<file path="config.mk">
export PLATFORM = sky130hd
export DESIGN_NAME = serial_link_calib_ctrl
export DESIGN_NICKNAME = d
export VERILOG_FILES = /design/src/rtl/serial_link_pkg.sv /design/src/rtl/serial_link_calib_ctrl.sv
export SDC_FILE = /design/constraint.sdc
export NUM_CORES = 1
export LEC_CHECK = 0
export ABC_CLOCK_PERIOD_IN_PS = 2100
export CAP_MARGIN = 25
export CELL_PAD_IN_SITES_DETAIL_PLACEMENT = 1
export CELL_PAD_IN_SITES_GLOBAL_PLACEMENT = 1
export CORE_MARGIN = 5
export CORE_UTILIZATION = 35
export CTS_CLUSTER_DIAMETER = 100
export DETAILED_ROUTE_END_ITERATION = 10
export PLACE_DENSITY_LB_ADDON = 0.1
export SYNTH_ARGS = -nofsm -noshare
export SYNTH_HDL_FRONTEND = slang
export SYNTH_SLANG_ARGS = --single-unit
</file>
<file path="constraint.sdc">
create_clock -name clk_i -period 2.1 [get_ports clk_i]
set_input_delay 0.42 -clock clk_i [delete_from_list [all_inputs] [get_ports clk_i]]
set_output_delay 0.42 -clock clk_i [all_outputs]
set_load 0.02 [all_outputs]
</file>
<file path="src/rtl/serial_link_pkg.sv">
// Shared types for the serial link control blocks.
package serial_link_pkg;

    typedef enum logic [2:0] {
        CalibIdle  = 3'd0,
        CalibClear = 3'd1,
        CalibFill  = 3'd2,
        CalibCheck = 3'd3,
        CalibExit  = 3'd4
    } calib_state_e;

endpackage

</file>
<file path="src/rtl/serial_link_calib_ctrl.sv">
// Link calibration sequencer: drives the data-link raw-mode interface, broadcasts a rotating
// pattern on all channels, then checks the remote pattern channel by channel.
//
// state | meaning
// Idle  | link in normal mode, waiting for start
// Clear | raw mode on, flush TX raw FIFO and RX flow-control FIFO
// Fill  | push NumPatterns pattern words, broadcast on all channels
// Check | read back remote words per channel, with idle timeout
// Exit  | flush FIFOs, leave raw mode, pulse done unless aborted
module serial_link_calib_ctrl
    import serial_link_pkg::*;
#(
    parameter int unsigned          NumChannels     = 4,
    parameter int unsigned          DataWidth       = 16,
    parameter int unsigned          NumPatterns     = 8,
    parameter logic [DataWidth-1:0] PatternSeed     = 16'hA5C3,
    parameter int unsigned          TimeoutCycles   = 256,
    localparam int unsigned         Log2NumChannels = (NumChannels > 1) ? $clog2(NumChannels) : 1
) (
    input  logic                       clk_i,
    input  logic                       rst_i,
    input  logic                       start_i,
    input  logic                       abort_i,
    output logic                       busy_o,
    output logic                       done_o,
    output logic                       pass_o,
    output logic [NumChannels-1:0]     ch_ok_o,
    output logic                       cfg_raw_mode_en_o,
    output logic                       cfg_raw_mode_out_en_o,
    output logic [NumChannels-1:0]     cfg_raw_mode_out_ch_mask_o,
    output logic [DataWidth-1:0]       cfg_raw_mode_out_data_o,
    output logic                       cfg_raw_mode_out_data_valid_o,
    input  logic                       cfg_raw_mode_out_data_fifo_is_full_i,
    output logic                       cfg_raw_mode_out_data_fifo_clear_o,
    output logic                       cfg_flow_control_fifo_clear_o,
    output logic [Log2NumChannels-1:0] cfg_raw_mode_in_ch_sel_o,
    input  logic [DataWidth-1:0]       cfg_raw_mode_in_data_i,
    input  logic [NumChannels-1:0]     cfg_raw_mode_in_data_valid_i,
    output logic                       cfg_raw_mode_in_data_ready_o
);

    localparam int unsigned TxW  = $clog2(NumPatterns + 1);
    localparam int unsigned ChW  = $clog2(NumChannels + 1);
    localparam int unsigned TmoW = $clog2(TimeoutCycles + 1);

    calib_state_e               state_q, state_d;
    logic [TxW-1:0]             tx_cnt_q, tx_cnt_d;
    logic [TxW-1:0]             rx_cnt_q, rx_cnt_d;
    logic [ChW-1:0]             ch_cnt_q, ch_cnt_d;
    logic [TmoW-1:0]            tmo_q, tmo_d;
    logic                       fail_q, fail_d;
    logic                       aborted_q, aborted_d;
    logic [NumChannels-1:0]     ch_ok_q, ch_ok_d;
    logic [Log2NumChannels-1:0] ch_sel;
    logic                       accept;
    logic                       mismatch;
    logic                       ch_done;

    // Seed rotated left by (k mod DataWidth); TX and RX share it.
    function automatic logic [DataWidth-1:0] pattern(input int unsigned k);
        logic [2*DataWidth-1:0] dbl;
        dbl = {PatternSeed, PatternSeed} << (k % DataWidth);
        return dbl[2*DataWidth-1:DataWidth];
    endfunction

    assign ch_sel   = ch_cnt_q[Log2NumChannels-1:0];
    assign accept   = cfg_raw_mode_in_data_valid_i[ch_sel];
    assign mismatch = (cfg_raw_mode_in_data_i != pattern(32'(rx_cnt_q)));

    always_ff @(posedge clk_i) begin
        if (rst_i) begin
            state_q   <= CalibIdle;
            tx_cnt_q  <= '0;
            rx_cnt_q  <= '0;
            ch_cnt_q  <= '0;
            tmo_q     <= '0;
            fail_q    <= 1'b0;
            aborted_q <= 1'b0;
            ch_ok_q   <= '0;
        end else begin
            state_q   <= state_d;
            tx_cnt_q  <= tx_cnt_d;
            rx_cnt_q  <= rx_cnt_d;
            ch_cnt_q  <= ch_cnt_d;
            tmo_q     <= tmo_d;
            fail_q    <= fail_d;
            aborted_q <= aborted_d;
            ch_ok_q   <= ch_ok_d;
        end
    end

    always_comb begin
        state_d   = state_q;
        tx_cnt_d  = tx_cnt_q;
        rx_cnt_d  = rx_cnt_q;
        ch_cnt_d  = ch_cnt_q;
        tmo_d     = tmo_q;
        fail_d    = fail_q;
        aborted_d = aborted_q;
        ch_ok_d   = ch_ok_q;
        ch_done   = 1'b0;

        done_o                             = 1'b0;
        cfg_raw_mode_en_o                  = 1'b0;
        cfg_raw_mode_out_en_o              = 1'b0;
        cfg_raw_mode_out_ch_mask_o         = '0;
        cfg_raw_mode_out_data_o            = '0;
        cfg_raw_mode_out_data_valid_o      = 1'b0;
        cfg_raw_mode_out_data_fifo_clear_o = 1'b0;
        cfg_flow_control_fifo_clear_o      = 1'b0;
        cfg_raw_mode_in_ch_sel_o           = '0;
        cfg_raw_mode_in_data_ready_o       = 1'b0;

        unique case (state_q)
            CalibIdle: begin
                if (start_i) begin
                    state_d   = CalibClear;
                    tx_cnt_d  = '0;
                    rx_cnt_d  = '0;
                    ch_cnt_d  = '0;
                    tmo_d     = '0;
                    fail_d    = 1'b0;
                    aborted_d = 1'b0;
                    ch_ok_d   = '0;
                end
            end

            CalibClear: begin
                cfg_raw_mode_en_o                  = 1'b1;
                cfg_raw_mode_out_data_fifo_clear_o = 1'b1;
                cfg_flow_control_fifo_clear_o      = 1'b1;
                state_d                            = CalibFill;
            end

            CalibFill: begin
                cfg_raw_mode_en_o             = 1'b1;
                cfg_raw_mode_out_en_o         = 1'b1;
                cfg_raw_mode_out_ch_mask_o    = '1;
                cfg_raw_mode_out_data_o       = pattern(32'(tx_cnt_q));
                // Withholding valid on abort keeps a half-finished run from leaving a word behind.
                cfg_raw_mode_out_data_valid_o = !cfg_raw_mode_out_data_fifo_is_full_i && !abort_i;
                if (cfg_raw_mode_out_data_valid_o) begin
                    tx_cnt_d = tx_cnt_q + TxW'(1);
                    if (tx_cnt_q == TxW'(NumPatterns - 1)) begin
                        state_d = CalibCheck;
                    end
                end
            end

            CalibCheck: begin
                cfg_raw_mode_en_o            = 1'b1;
                cfg_raw_mode_out_en_o        = 1'b1;
                cfg_raw_mode_out_ch_mask_o   = '1;
                cfg_raw_mode_out_data_o      = pattern(32'(tx_cnt_q));
                cfg_raw_mode_in_ch_sel_o     = ch_sel;
                cfg_raw_mode_in_data_ready_o = 1'b1;
                if (accept) begin
                    rx_cnt_d = rx_cnt_q + TxW'(1);
                    tmo_d    = '0;
                    fail_d   = fail_q | mismatch;
                end else begin
                    tmo_d = tmo_q + TmoW'(1);
                end
                if (accept && (rx_cnt_q == TxW'(NumPatterns - 1))) begin
                    ch_done         = 1'b1;
                    ch_ok_d[ch_sel] = !(fail_q | mismatch);
                end else if (!accept && (tmo_q == TmoW'(TimeoutCycles - 1))) begin
                    ch_done         = 1'b1;
                    ch_ok_d[ch_sel] = 1'b0;
                end
                if (ch_done) begin
                    rx_cnt_d = '0;
                    tmo_d    = '0;
                    fail_d   = 1'b0;
                    ch_cnt_d = ch_cnt_q + ChW'(1);
                    if (ch_cnt_q == ChW'(NumChannels - 1)) begin
                        state_d = CalibExit;
                    end
                end
            end

            CalibExit: begin
                cfg_raw_mode_out_data_fifo_clear_o = 1'b1;
                cfg_flow_control_fifo_clear_o      = 1'b1;
                done_o                             = !aborted_q;
                state_d                            = CalibIdle;
            end

            default: state_d = CalibIdle;
        endcase

        // An abort during Exit itself still returns to Idle, but the run no longer counts.
        if (abort_i && (state_q != CalibIdle)) begin
            aborted_d = 1'b1;
            ch_ok_d   = '0;
            done_o    = 1'b0;
            if (state_q != CalibExit) begin
                state_d = CalibExit;
            end
        end
    end

    assign busy_o  = (state_q != CalibIdle);
    assign ch_ok_o = ch_ok_q;
    assign pass_o  = &ch_ok_q;

endmodule
</file>
==> run metrics, run 1 <==
status=finished, violations left; failing checks=negative setup slack; hold_buf cts=0; vias=3384; Worst-Margin Slew=0.482 ns; period utilization=1.03; Rel. slew slack=0.678; largest family of logic cells by synthesized area=simple AND/OR/NAND/NOR gates; Crit path top cell by count=and3_4; gpl congestion=0.842; Net Switching=0.507 mW; final WL=between 10000 and 15000 um; FF+latch count, synth=29; worst path required time=~2.3 ns; Pins Over Slew Limit=0; pin count of the biggest net entering global routing=24; combinational share of power=0.311; max cap viols=0; TritonCTS clock tree=yes; most common flop cell mapped by yosys=dfxtp_1; met3 WL post-DR=396 um; IO Port Bufs=between 50 and 60; Netlist cell types=67; Compound-Gate Fraction of Synth Area=0.213; syn nets=between 400 and 500; Post-synth EDFFs=0; routed length per instance=approximately 17 um; DRC=0; area leader, netlist=dfxtp_1; # diodes=0; WL met2=5150 um; clock buffer count from CTS=5; Worst Setup SP=tmo_q[0]; first-pass detailed-route iteration total=4; Area Growth Syn to Fin=55.9%; Setup-failing EPs final=7; die height=103 um; routed vias/inst=5.37; Clock transition at path regs=0.07 ns; footprint of the multi-input gates=0.00249 sq mm; Critical R2R Launch=tmo_q[0]; CP Max Fanout=5; synth top area cells=dfxtp_1 19%, ha_1 10%, nor2_1 7.2%; slowest CP cell=dfxtp_2; Nets=574; clk_skew=~0.011 ns; crit path DAT=roughly 2.3 ns; VDD IR-drop max=258 uV; die area=0.0106 sq mm; initial antenna violation count=0; clk_lat worst skew=0.29 ns; Die W=103 um; XOR/XNOR Fraction of Synth Area=0.0498; startpoint type of the worst setup path=register; min setup slack post-route=-0.0556 ns; fillcell total=1021; initial core utilization=0.363; Reg power frac=0.358; drt first-iter violations=76; count of warnings emitted by yosys=0; Seq/Total Area, Yosys=0.193; All-Layer GR Usage=0.200; Clock power frac=0.331; highest routed layer=met4; Async S/R FF share, synth=0; DP HPWL=8170 um; post-synthesis adder-cell area fraction=0.104; met1 WL=4940 um; Max Freq=464 MHz; vias in the first global route=3527; Crit. End Element=register; Gate Count Post-Synth=394; CTS Buffer Depth=2; register area=597 sq um; power per cell area=~340 mW/mm^2; CTS Root Cell=clkbuf_8; Sw Ratio=0.321; Hold Crit Class=register to register; worst slack, placed=-0.393 ns; CTS HTree Levels=2; Pleak=1.97 nW; Yosys top cell area share=0.193; clock period minus worst slack=2.16 ns; mux contribution to synthesized area=0.0772; final hold vios=0; core area=0.00830 sq mm; GRT overflow=0; Int Pwr=1.07 mW; crit-path cells=ha_4 -> and3_4 -> and3_4 -> and3_4 -> ha_4 -> inv_2 -> mux2_4 -> nor2_4 -> nor2_4 -> o211ai_1 -> o21ai_2; Routed Antenna Nets=0; RSZ-0062 raised after global routing=true; first-pass GRT wire length=17000 um; Simple-Gate Fraction of Synth Area=0.271; crit-path max cell delay=about 0.35 ns; Final Power=1.58 mW; CP Class=register to register; Worst Hold Launch=tmo_q[4]; # rows=33; Sink Count=29; Mapped Avg Cell Area=7.65 sq um; io pins=60; mapped cell area=roughly 0.003 sq mm; layout cell share with drive strength beyond 1=0.379
==> power groups by stage <==
stage          Clock, mW  Combinational, mW  Sequential, mW
2_1_floorplan          0              0.250           0.576
3_3_place_gp           0              0.493           0.580
3_5_place_dp           0              0.505           0.581
4_1_cts            0.526              0.485           0.567
5_1_grt            0.556              0.531           0.566
6_report           0.521              0.491           0.565
==> sequential cells by signal (all words and copies together), names as in the netlist <==
signal     cells
ch_cnt_q       3
rx_cnt_q       4
fail_q         1
tmo_q          9
ch_ok_o        4
state_q        3
aborted_q      1
tx_cnt_q       4
==> logic make-up (layout without fill, tap and decap cells) <==
logic type | Yosys count | after routing
and+or+nand+nor | 157 | 157
AOI/OAI and AO/OA | 97 | 97
buffers and inverters | 50 | 181
DFF | 29 | 29
adders and majority gates | 25 | 25
muxes | 21 | 21
xor gates and xnor gates | 15 | 15
==> cells in the mapped netlist (all sizes together) (5+ instances only) <==
cell	number
a211oi	9
a21oi	32
and3	14
buf	16
clkbuf	13
dfxtp	29
ha	25
inv	19
mux2	8
mux2i	12
nand2	21
nand3	9
nand3b	7
nand4	6
nor2	59
nor2b	8
nor3	15
o211ai	5
o21ai	23
xnor2	11
==> placed cells by master, fill, tap and decap left out, types with 12 or more instances in the layout <==
cell type and instances:
buf_4 86, clkdlybuf4s50_1 27, dfxtp_1 22, nand2_1 20
nor3_1 12, o21ai_0 12, a21oi_1 27, ha_1 15
dlygate4sd2_1 14, nor2_1 49, inv_1 13
==> worst max-delay path, delay by kind of cell, from the launching register on <==
| family | cells | cell delay [ns] |
|---|---|---|
| DFF | 1 | 0.35 |
| AOI/OAI and AO/OA | 2 | 0.27 |
| and+or+nand+nor | 5 | 0.80 |
| buffers and inverters | 1 | 0.03 |
| muxes | 1 | 0.29 |
| adders and majority gates | 2 | 0.27 |
==> what timing repair did <==
action | 4_1_cts | 5_1_grt
pin swaps | 18 | 16
resized for setup | 93 | 67
endpoints found under the setup margin | 43 | 32
buffers inserted | 8 | 3
endpoints found under the hold margin | 0 | 0
==> per-stage QoR <==
| step | std cells | cell area (sq um) | utilization | hold WS [ns] | setup TNS (ns) |
|---|---|---|---|---|---|
| 2_1_floorplan | 394 | 3090 | - | 0.454 | -0.0599 |
| 3_3_place_gp | 612 | 4280 | 0.515 | 0.471 | -4.90 |
| 3_5_place_dp | 612 | 4280 | 0.515 | 0.495 | -6.50 |
| 4_1_cts | 627 | 4530 | 0.546 | 0.511 | -0.189 |
| 5_1_grt | 630 | 4700 | 0.566 | 0.535 | -1.47 |
| 6_report | 630 | 4700 | 0.566 | 0.506 | -0.289 |
==> final cells by class <==
type                    instances  area share
clock buffers                   7      0.0205
multi-input cells             315       0.531
repair buffers                153       0.275
flip-flops and latches         29       0.127
clock inverters                 1     0.00107
inverters                      20      0.0176
well taps                     105      0.0280
==> per-layer routing <==
| layer | global-route usage | vias up |
|---|---|---|
| met4 | 0.0418 | 0 |
| met5 | 0 | - |
| met3 | 0.0237 | 13 |
| li1 | - | 1674 |
| met1 | 0.266 | 1643 |
| met2 | 0.347 | 54 |
==> path summary, 6_finish.rpt <==
check                     to  slack, ns  depth (start not counted)
setup / recovery  ch_ok_o[0]      -0.06                         11
hold / removal      tmo_q[4]       0.51                          2
setup reg to reg  ch_ok_o[0]      -0.06                         11
hold reg to reg     tmo_q[4]       0.51                          2
Note: power is estimated with default switching activity, not from simulation.
==> run 2: changes to the inputs <==
--- a/config.mk
+++ b/config.mk
@@ -6,7 +6,7 @@
 export NUM_CORES = 1
 export LEC_CHECK = 0
 export ABC_CLOCK_PERIOD_IN_PS = 2100
-export CAP_MARGIN = 25
+export CAP_MARGIN = 30
 export CELL_PAD_IN_SITES_DETAIL_PLACEMENT = 1
 export CELL_PAD_IN_SITES_GLOBAL_PLACEMENT = 1
 export CORE_MARGIN = 5
==> results of run 2 <==
Final layout, timing and power as in run 1 (identical DEF).
==> run 3: changes to the inputs <==
--- a/config.mk
+++ b/config.mk
@@ -17,3 +17,4 @@
 export SYNTH_ARGS = -nofsm -noshare
 export SYNTH_HDL_FRONTEND = slang
 export SYNTH_SLANG_ARGS = --single-unit
+export TNS_END_PERCENT = 5
==> run 3 against run 2 <==
Effect of this change:
- the flow still finishes with violations (negative setup slack)
- routed wire length is 5.5% lower
- sequential power hardly changed
- die area stayed put
- largest power group unchanged
==> run metrics, run 3 (same netlist as run 1, synthesis figures left out) <==
status=finished, violations left; failing checks=negative setup slack; routed length per instance=16.0 um (-4.9%); clock buffer count from CTS=5 (unchanged); initial core utilization=0.363 (unchanged); Rel. slew slack=0.733 (+0.0545); Cells after DPL=615 (+0.49%); min setup slack post-route=-0.101 ns (-0.0455 ns); VDD IR-drop max=290 uV (+12%); initial antenna violation count=0 (unchanged); Routed Antenna Nets=0 (unchanged); max cap viols=0 (unchanged); R2R cell count=10 (-1); Crit. End Element=register; Nets=570 (-0.70%); first-pass GRT wire length=16500 um (-3.0%); Pins Over Slew Limit=0 (unchanged); drt first-iter violations=72 (-5.3%); Max Freq=454 MHz (-2.1%); leading cell type in the layout, fill and taps excluded=buf_4; Reg power frac=0.364 (+0.006); Sink Count=29 (unchanged); first-pass detailed-route iteration total=4 (unchanged); fillcell total=1035 (+1.4%); Hold Crit Class=register to register; TritonCTS clock tree=yes; vias in the first global route=3386 (-4.0%); Pleak=1.87 nW (-5.5%); max reg flops=9 (unchanged); # rows=33 (unchanged); IO Port Bufs=59 (unchanged); CTS Root Cell=clkbuf_8; combinational share of power=0.307 (-0.004); CP Max Fanout=4 (-1); vias=3337 (-1.4%); R2R Path End=ch_cnt_q[2]; period utilization=1.05 (+0.0216); commonest cells after routing, fill and taps aside=88 x buf_4, 56 x nor2_1, 30 x a21oi_1; # diodes=0 (unchanged); die height=103 um (unchanged); io pins=60 (unchanged); share of the core filled with cells=0.530 (-0.0362); Cell Count, Final, Fillers Out=626 (-0.63%); CTS HTree Levels=2 (unchanged); Setup TNS=-0.941 ns (-0.651 ns); Setup-failing EPs final=17 (+10); Clock power frac=0.329 (-0.002); Critical R2R Launch=tmo_q[1]; Die W=103 um (unchanged); clk_skew=0.00882 ns (-0.00214 ns); clock period minus worst slack=2.20 ns (+0.0455 ns); Clock transition at path regs=0.06 ns (about the same); crit path DAT=2.43 ns (+0.10 ns); Biggest register=tmo_q; Area Growth Syn to Fin=45.9%; final hold vios=0 (unchanged); Int Pwr=1.07 mW (-0.11%); clk_lat worst skew=0.29 ns (about the same); Net Switching=0.489 mW (-3.5%); CP Class=register to register; All-Layer GR Usage=0.194 (-0.00598); final WL=10000 um (-5.5%); RSZ-0062 raised after global routing=true; worst path required time=2.33 ns (+0.06 ns); Critical Path Sink=ch_cnt_q[2]; gpl congestion=0.853 (+1.2%); DRC=0 (unchanged); DP HPWL=7810 um (-4.4%); CTS Buffer Depth=2 (unchanged); Worst Setup SP=tmo_q[1]; routed vias/inst=5.33 (-0.76%); Worst-Margin Slew=0.397 ns (-0.0850 ns); die area=0.0106 sq mm (unchanged); layout cell share with drive strength beyond 1=0.311 (-0.0681); startpoint type of the worst setup path=register; flop2flop setup slack=-0.10 ns (-0.05 ns); GRT overflow=0 (unchanged); power per cell area=354 mW/mm^2 (+5.5%); Sw Ratio=0.314 (-0.00751); pin count of the biggest net entering global routing=30 (+25%); core area=0.00830 sq mm (unchanged)
## run 3: changes by cell type in the layout (fill, tap and decap cells not counted), sizes merged
cell           change
buf                -4
dlymetal6s2s       -3
clkbuf             +2
clkdlybuf4s50      +2
dlygate4sd2        -1
## run 3: cell type report
type | instances | area, sq um | share of cell area
timing repair buffer | 149 | 1220 | 0.278
clock inverter | 1 | 5.00 | 0.00114
sequential | 29 | 592 | 0.135
clock buffer | 7 | 96.3 | 0.0219
tap | 105 | 131 | 0.0299
multi-input combinational | 315 | 2270 | 0.517
inverter | 20 | 77.6 | 0.0176
## run 3: layer usage
metal,vias to the layer above,global-route usage,part of all wire
met5,-,0,0
met3,6,0.0250,0.039
li1,1664,-,-
met4,0,0.0359,0.0076
met2,55,0.323,0.47
met1,1612,0.271,0.48
## run 3: worst min-delay path by stage
stage / depth (start not counted) / slack [ns] / startpoint / end
floorplan: 2 / 0.45 / tmo_q[8] / tmo_q[8]
global placement: 2 / 0.46 / tmo_q[8] / tmo_q[8]
detailed placement: 2 / 0.50 / tmo_q[5] / tmo_q[5]
CTS: 2 / 0.51 / tmo_q[5] / tmo_q[5]
global route: 2 / 0.54 / ch_ok_o[2] / ch_ok_o[2]
finish: 2 / 0.50 / tmo_q[5] / tmo_q[5]
## run 3: per-stage QoR
stage	worst slack (ns)	power (mW)	cell area [sq um]	hold WS, ns
after floorplan	-0.0782	0.821	3040	0.454
after global placement	-0.241	1.07	4230	0.465
after detailed placement	-0.351	1.09	4230	0.495
after CTS	-0.137	1.59	4330	0.508
after global routing	-0.192	1.64	4400	0.540
final	-0.101	1.56	4400	0.504
## run 3: power groups by stage
stage / Sequential, mW / Clock, mW / Combinational, mW
after floorplan: 0.576 / 0 / 0.245
after global placement: 0.579 / 0 / 0.494
after detailed placement: 0.579 / 0 / 0.506
after CTS: 0.568 / 0.536 / 0.482
after global routing: 0.568 / 0.558 / 0.519
final: 0.567 / 0.513 / 0.478
## run 3: worst max-delay path, cell delays in order (launching register included)
cell	delay, ns
dfxtp_2	0.35
ha_4	0.14
and3_4	0.18
and3_4	0.18
and3_4	0.19
ha_4	0.14
inv_2	0.03
mux2_4	0.29
nor2_4	0.20
mux2_2	0.35
nor2_1	0.07
## run 3: what timing repair did
item / CTS / global route
hold endpoints to repair: 0 / 0
gates resized for setup: 81 / 34
setup buffers: 0 / 3
hold buffers: 0 / 0
pin swaps: 0 / 12
endpoints found under the setup margin: 50 / 38
